==> src/rtl/adc_result_fifo.sv <==
// Result FIFO behind the SAR-ADC core: strobe-captured writes, rd_en/data_valid readout.
// Define ADC_FIFO_WATERMARK_EN to generate the level-watermark interrupt on irq_out.
module adc_result_fifo #(
    parameter int unsigned DEPTH = 8,
    parameter int unsigned WIDTH = 16,
    parameter int unsigned LVL_W = $clog2(DEPTH) + 1
) (
    input  logic             clk,
    input  logic             rst,
    input  logic [WIDTH-1:0] result_in,
    input  logic             result_valid_in,
    input  logic             rd_en_in,
    input  logic             clear_in,
    input  logic [LVL_W-1:0] watermark_in,
    output logic [WIDTH-1:0] data_out,
    output logic             data_valid_out,
    output logic [LVL_W-1:0] level_out,
    output logic             empty_out,
    output logic             full_out,
    output logic             overflow_out,
    output logic             irq_out
);

    localparam int unsigned PTR_W = (DEPTH > 1) ? $clog2(DEPTH) : 1;

    logic [WIDTH-1:0] mem_q [DEPTH];
    logic [PTR_W-1:0] wr_ptr_q, wr_ptr_d;
    logic [PTR_W-1:0] rd_ptr_q, rd_ptr_d;
    logic [LVL_W-1:0] level_q, level_d;
    logic             empty_q, empty_d;
    logic             full_q, full_d;
    logic             ovf_q, ovf_d;
    logic [WIDTH-1:0] data_q, data_d;
    logic             dvalid_q, dvalid_d;
    logic             irq_q, irq_d;

    logic rd_acc_c;
    logic wr_acc_c;

    // Acceptance uses the pre-edge empty/full state; a read frees a slot for a same-cycle write.
    assign rd_acc_c = rd_en_in && !empty_q;
    assign wr_acc_c = result_valid_in && (!full_q || rd_acc_c);

    always_comb begin
        wr_ptr_d = wr_ptr_q;
        rd_ptr_d = rd_ptr_q;
        level_d  = level_q;
        ovf_d    = ovf_q;
        data_d   = data_q;
        dvalid_d = 1'b0;
        irq_d    = 1'b0;

        if (clear_in) begin
            wr_ptr_d = '0;
            rd_ptr_d = '0;
            level_d  = '0;
            ovf_d    = 1'b0;
        end else begin
            if (wr_acc_c) begin
                wr_ptr_d = wr_ptr_q + PTR_W'(1);
            end else if (result_valid_in) begin
                ovf_d = 1'b1;
            end
            if (rd_acc_c) begin
                rd_ptr_d = rd_ptr_q + PTR_W'(1);
                data_d   = mem_q[rd_ptr_q];
                dvalid_d = 1'b1;
            end
            case ({wr_acc_c, rd_acc_c})
                2'b10:   level_d = level_q + LVL_W'(1);
                2'b01:   level_d = level_q - LVL_W'(1);
                default: level_d = level_q;
            endcase
        end

        empty_d = (level_d == '0);
        full_d  = (level_d == LVL_W'(DEPTH));

`ifdef ADC_FIFO_WATERMARK_EN
        // Next-state level so irq_out moves on the same edge as level_out.
        irq_d = (watermark_in != '0) && (level_d >= watermark_in);
`endif
    end

`ifndef ADC_FIFO_WATERMARK_EN
    logic unused_watermark;
    assign unused_watermark = ^watermark_in;
`endif

    // Control and output registers.
    always_ff @(posedge clk or posedge rst) begin
        if (rst) begin
            wr_ptr_q <= '0;
            rd_ptr_q <= '0;
            level_q  <= '0;
            empty_q  <= 1'b1;
            full_q   <= 1'b0;
            ovf_q    <= 1'b0;
            data_q   <= '0;
            dvalid_q <= 1'b0;
            irq_q    <= 1'b0;
        end else begin
            wr_ptr_q <= wr_ptr_d;
            rd_ptr_q <= rd_ptr_d;
            level_q  <= level_d;
            empty_q  <= empty_d;
            full_q   <= full_d;
            ovf_q    <= ovf_d;
            data_q   <= data_d;
            dvalid_q <= dvalid_d;
            irq_q    <= irq_d;
        end
    end

    // Storage array is not reset.
    always_ff @(posedge clk) begin
        if (wr_acc_c && !clear_in) begin
            mem_q[wr_ptr_q] <= result_in;
        end
    end

    assign data_out       = data_q;
    assign data_valid_out = dvalid_q;
    assign level_out      = level_q;
    assign empty_out      = empty_q;
    assign full_out       = full_q;
    assign overflow_out   = ovf_q;
    assign irq_out        = irq_q;

endmodule

==> config.mk <==
export PLATFORM = sky130hd
export DESIGN_NAME = adc_result_fifo
export DESIGN_NICKNAME = d
export VERILOG_FILES = /design/src/rtl/adc_result_fifo.sv
export SDC_FILE = /design/constraint.sdc
export NUM_CORES = 1
export LEC_CHECK = 0
export CORE_ASPECT_RATIO = 1.1
export CORE_MARGIN = 5
export CORE_UTILIZATION = 45
export DETAILED_ROUTE_END_ITERATION = 12
export PLACE_DENSITY = 0.71
export SKIP_CTS_REPAIR_TIMING = 1
export SLEW_MARGIN = 20
export SYNTH_ARGS = -nofsm -noshare
export SYNTH_HDL_FRONTEND = slang
export SYNTH_SLANG_ARGS = --single-unit
export TNS_END_PERCENT = 30
==> constraint.sdc <==
create_clock -name clk -period 4.09 [get_ports clk]
set_clock_uncertainty 0.1 [all_clocks]
set_input_delay 1.227 -clock clk [delete_from_list [all_inputs] [get_ports clk]]
set_output_delay 1.227 -clock clk [all_outputs]
set_load 0.05 [all_outputs]
# Word-level counts from Yosys, hierarchy flattened

Memories as Yosys holds them, arrays and structs flattened. A register that Yosys moved wholly into a read port is not among the register bits.
Index checks and enable logic that the tools add are counted.
Widths: inputs -> output; s select.

Register bits after elaboration: 14
Bits in writable memories: 128
Input port bits: 25
Output and inout bits: 25
Word-level logic and storage cells: 43
Memories kept: 1

Memory list:

| memory | words | width | rd ports | clocked after memory_dff | wr ports | RTL line | text |
|---|---|---|---|---|---|---|---|
| mem_q  | 8     | 16    | 1        | 1                        | 1        | 26       | `logic [WIDTH-1:0] mem_q [DEPTH];` |

$add $sub $neg: 4
Eq/ne operators: 4
Mux-type cells: 13
Bitwise operators: 1
Reductions and logical operators: 13

Operator list:

| operator            | number |
|---|---|
| $mux 3              | 4 |
| $pmux 4 s2          | 1 |
| $mux 1              | 7 |
| $add 3x1->3 const B | 2 |
| $reduce_bool 2->1   | 3 |
| $add 4x1->4 const B | 1 |
| $eq 4x4->1 const B  | 1 |
| $logic_not 4->1     | 1 |
| $mux 4              | 1 |
| $reduce_and 2->1    | 2 |
| $sub 4x1->4 const B | 1 |
| $logic_and 1x1->1   | 3 |
| $logic_not 1->1     | 3 |
| $eq 2x1->1 const B  | 1 |
| $eq 2x2->1 const B  | 1 |
| $ne 2x2->1 const B  | 1 |
| $logic_or 1x1->1    | 1 |
| $not 1->1           | 1 |

# Depth between registers and ports, before layout

Word-level depth: 8
Mapped depth: 11
Gate-level depth less buffers: 10

# Worst setup path after synthesis

Ideal clock, no wire load.

Path kind: input to register
Start point: input port rd_en_in
End point: memory mem_q[1][0], enable pin
Setup time: 0.409 ns
Arrival time: 3.129 ns
Data required time: 3.581 ns
Slack: 0.452 ns
Stages on the path: 5
Path buffers: 0
Path through: nand2b_1 inv_2 o21ai_2 or3b_1 nor3_1

Word-level cells in the longest chain between the ends: 6

RTL lines:

| what                         | RTL line | text |
|---|---|---|
| start: declaration           | 12       | `input logic rd_en_in,` |
| $logic_and 1x1->1            | 41       | `assign rd_acc_c = rd_en_in && !empty_q;` |
| $logic_or 1x1->1             | 42       | `assign wr_acc_c = result_valid_in && (!full_q \|\| rd_acc_c);` |
| $logic_and 1x1->1            | 42       |  |
| $logic_and 1x1->1            | 117      | `if (wr_acc_c && !clear_in) begin` |
| $mux 1                       | 117      |  |
| $mux 1 (not written as such) | 118      | `mem_q[wr_ptr_q] <= result_in;` |
| end: declaration             | 26       |  |

No other way between the ends.

# Final worst setup path

Start point: input port rd_en_in
End point: register full_q (netlist: full_out)

Word-level cells in the longest chain between the ends: 7
Elaborated cells between the ends (all ways): 8
Those cells by class: eq/ne (3); mux (2); reduce/logical (3)

RTL lines:

| what                                            | RTL line | text |
|---|---|---|
| $logic_and 1x1->1 *                             | 41       |  |
| $logic_or 1x1->1                                | 42       |  |
| $logic_and 1x1->1                               | 42       |  |
| $eq 2x1->1 / $eq 2x2->1 (equally long branches) | 69       | `case ({wr_acc_c, rd_acc_c})` |
| $pmux 4 s2 *                                    | 69       |  |
| $mux 4 *                                        | 53       | `if (clear_in) begin` |
| $eq 4x4->1 *                                    | 77       | `full_d = (level_d == LVL_W'(DEPTH));` |
| named net full_d                                | 31       | `logic full_q, full_d;` |
| end signal: assignment                          | 107      | `full_q <= full_d;` |
| end: declaration                                | 31       |  |

The timed path passes the listed nets; every way through them passes the cells marked *.
A chain may end at the register's enable or synchronous reset.

==> load_flow_metrics.sql <==
INSERT INTO impl_metrics (metric_group, metric, value, unit) VALUES
('worst_setup_path', 'cp_data_arrival_time', '3720', 'ps'),
('timing', 'final.period_utilization', '0.862', ''),
('global_route', 'use_met1', '0.199', ''),
('run', 'max_cap_viol_count', '0', ''),
('cells_and_area', 'layout_commonest_cell', 'edfxtp_1', ''),
('route', 'drt-initial-drc-count', '142', ''),
('clock_tree', 'path_clk_slew', '60', 'ps'),
('worst_setup_path', 'worst-setup-path-type', 'in2reg', ''),
('logic_synthesis', 'distinct_cells_synth', '38', ''),
('timing', 'worst_slew_pin_slew', '857', 'ps'),
('timing', 'setup_violations', '0', ''),
('place', 'port_buffers', '44', ''),
('timing', 'fin_crit', '3520', 'ps'),
('global_route', 'largest_net_degree_at_the_start_of_global_routing', '35', ''),
('global_route', 'grtUsageTotal', '0.153', ''),
('logic_synthesis', 'synthesized_netlist_cell_count', '325', ''),
('floorplan', 'die_height', '133', 'um'),
('global_route', 'globalRoute.busiestLayer', 'met2', ''),
('timing', 'maxSlewViolCount', '0', ''),
('clock_tree', 'number_of_sinks_driven_by_the_clock_tree', '158', ''),
('timing', 'grt_setup_unrepaired', 'no', ''),
('floorplan', 'effective_utilization_at_floorplan', '0.454', ''),
('global_route', 'use_met3', '0.0402', ''),
('outcome', 'status', 'completed', ''),
('worst_setup_path', 'start_kind', 'input port', ''),
('cells_and_area', 'area_delta_synth_final', '21.0', '%'),
('logic_synthesis', 'synth_edf_count', '128', ''),
('power', 'peakVddDrop', '491', 'uV'),
('cells_and_area', 'finish.net_count', '417', ''),
('cells_and_area', 'share_of_layout_cells_above_drive_strength_1', '0.228', ''),
('logic_synthesis', 'mappedNetlistArea', '0.00618', 'mm2'),
('route', 'route.vias.total', '3072', ''),
('route', 'detail_route.wl_per_cell', '19.2', 'um'),
('logic_synthesis', 'postSynthRegisterBits', '158', ''),
('worst_hold_path', 'worstHoldPathType', 'reg2reg', ''),
('worst_setup_path', 'critical_path.endpoint_type', 'flop', ''),
('logic_synthesis', 'postSynth.topFlopCell', 'edfxtp_1', ''),
('clock_tree', 'ctsLongestPathBuffers', '2', ''),
('floorplan', 'design.portCount', '50', ''),
('power', 'power.density', '598', 'mW/mm2'),
('power', 'power', '4.47', 'mW'),
('floorplan', 'dieArea', '0.0162', 'mm2'),
('timing', 'tns', '0', 'ps'),
('logic_synthesis', 'syn-mean-instance-area', '19.0', 'um2'),
('timing', 'holdWs', '394', 'ps'),
('global_route', 'grt.overflow.total', '0', ''),
('global_route', 'grt_first_pass_wirelength', '18.0', 'mm'),
('floorplan', 'fp.dieW', '122', 'um'),
('route', 'drt_drc_violations_left', '0', ''),
('route', 'detail_route.first_pass.iterations', '6', ''),
('logic_synthesis', 'mappedNetlistNets', '355', ''),
('clock_tree', 'clk_root_buffer_cell', 'clkbuf_16', ''),
('worst_setup_path', 'worst-endpoint-required', '4290', 'ps'),
('route', 'drt_wl_total', '11.3', 'mm'),
('floorplan', 'rows', '45', ''),
('cells_and_area', 'most-common-layout-cells', '128 x edfxtp_1, 44 x clkdlybuf4s50_1, 35 x nor2_1', ''),
('power', 'p_leak', '2.50', 'nW'),
('worst_setup_path', 'worstPathMaxFanout', '8', ''),
('logic_synthesis', 'async_reset_ff_frac', '0.190', ''),
('global_route', 'number_of_global_route_vias_before_repair', '3264', ''),
('clock_tree', 'cts-buffers-inserted', '17', ''),
('timing', 'fin_ws', '565', 'ps'),
('clock_tree', 'clk-insertion-delay-late', '410', 'ps'),
('clock_tree', 'maximum_level_of_the_cts_h_tree', '4', ''),
('cells_and_area', 'antenna_cells', '0', ''),
('global_route', 'grt_antenna_before_repair', '0', ''),
('logic_synthesis', 'synth-warning-count', '0', ''),
('timing', 'f_max', '284', 'MHz'),
('clock_tree', 'cts_tree', 'yes', ''),
('timing', 'final_hold_viol_count', '0', ''),
('place', 'dp_hpwl', '6.78', 'mm'),
('place', 'dpl_worst_slack', '167', 'ps'),
('floorplan', 'fp.coreArea', '0.0136', 'mm2'),
('place', 'global_placer_s_final_weighted_congestion', '0.735', ''),
('timing', 'max-slew-margin-rel', '0.429', ''),
('route', 'via_per_inst', '5.22', ''),
('route', 'detail-route-antenna-nets', '0', ''),
('global_route', 'grt.met2_usage', '0.243', ''),
('logic_synthesis', 'sequential_element_share_of_the_synthesized_area', '0.744', '');
worst max-delay path, cell delays in order:
cell             delay (ps)
clkdlybuf4s50_1         400
nand2b_1                170
inv_2                   120
o21ai_2                 270
ha_1                    360
xor2_1                  110
ha_1                    190
a21oi_1                 160
mux2i_1                 240
xnor2_1                 190
nor4bb_1                290
area by class of cell:
cell class | count | area, um2
timing repair buffer | 60 | 561
fill | 1101 | 6150
inverter | 4 | 15.0
multi-input combinational | 146 | 1490
sequential | 158 | 4600
clock buffer | 21 | 460
clock inverter | 11 | 116
tap | 188 | 235
synthesized netlist by cell type (all sizes together) (2+ instances only):
| cell type | count | area [um2] |
|---|---|---|
| edfxtp | 128 | 3840 |
| nor2 | 36 | 135 |
| mux4 | 32 | 721 |
| dfrtp | 29 | 726 |
| a21oi | 19 | 98.9 |
| mux2i | 19 | 190 |
| buf | 12 | 75.1 |
| clkbuf | 5 | 18.8 |
| ha | 5 | 62.6 |
| xor2 | 5 | 43.8 |
| inv | 4 | 15.0 |
| nand2 | 4 | 15.0 |
| nand2b | 3 | 18.8 |
| nor3 | 2 | 10.0 |
| o211ai | 2 | 20.0 |
| xnor2 | 2 | 17.5 |
state kept, by name (all words and copies together), names as in the netlist:
signal and cells:
data_out 16, data_valid_out 1, empty_out 1, full_out 1, level_out 4, mem_q 128, overflow_out 1, rd_ptr_q 3
wr_ptr_q 3
path summary, 6_finish.rpt:
path	start	endpoint	slack [ps]	depth (start not counted)
worst max-delay path	rd_en_in	full_out	570	11
worst min-delay path	overflow_out	overflow_out	390	2
worst max register to register	empty_out	full_out	1230	10
worst min register to register	overflow_out	overflow_out	390	2
max in group asynchronous	rst	rd_ptr_q[2]	2090	3
min in group asynchronous	rst	level_out[0]	1070	2
power by group:
| group | internal [mW] | total (mW) | switching, mW |
|---|---|---|---|
| sequential | 1.87 | 1.98 | 0.115 |
| clock | 0.924 | 1.51 | 0.584 |
| combinational | 0.395 | 0.980 | 0.586 |
per-stage QoR:
stage / cells / util / area (um2)
2_1_floorplan: 325 / - / 6180
3_3_place_gp: 556 / 0.506 / 6900
3_5_place_dp: 556 / 0.506 / 6900
4_1_cts: 588 / 0.548 / 7470
5_1_grt: 588 / 0.549 / 7470
6_report: 588 / 0.549 / 7470
logic make-up after synthesis:
kind of cell,after synthesis,synth area share
buf+inv,21,0.0176
xor+xnor,7,0.00992
fa+ha+maj,5,0.0101
flops,158,0.744
other cells,1,0.000607
simple gates,53,0.0397
mux,51,0.147
compound gates,29,0.0310
routing by layer:
layer / part of all wire / up-vias
met5: 0 / -
met4: 0.019 / 0
li1: - / 1400
met3: 0.063 / 16
met1: 0.42 / 1562
met2: 0.50 / 94
No activity file was read; power rests on OpenSTA's default activity.
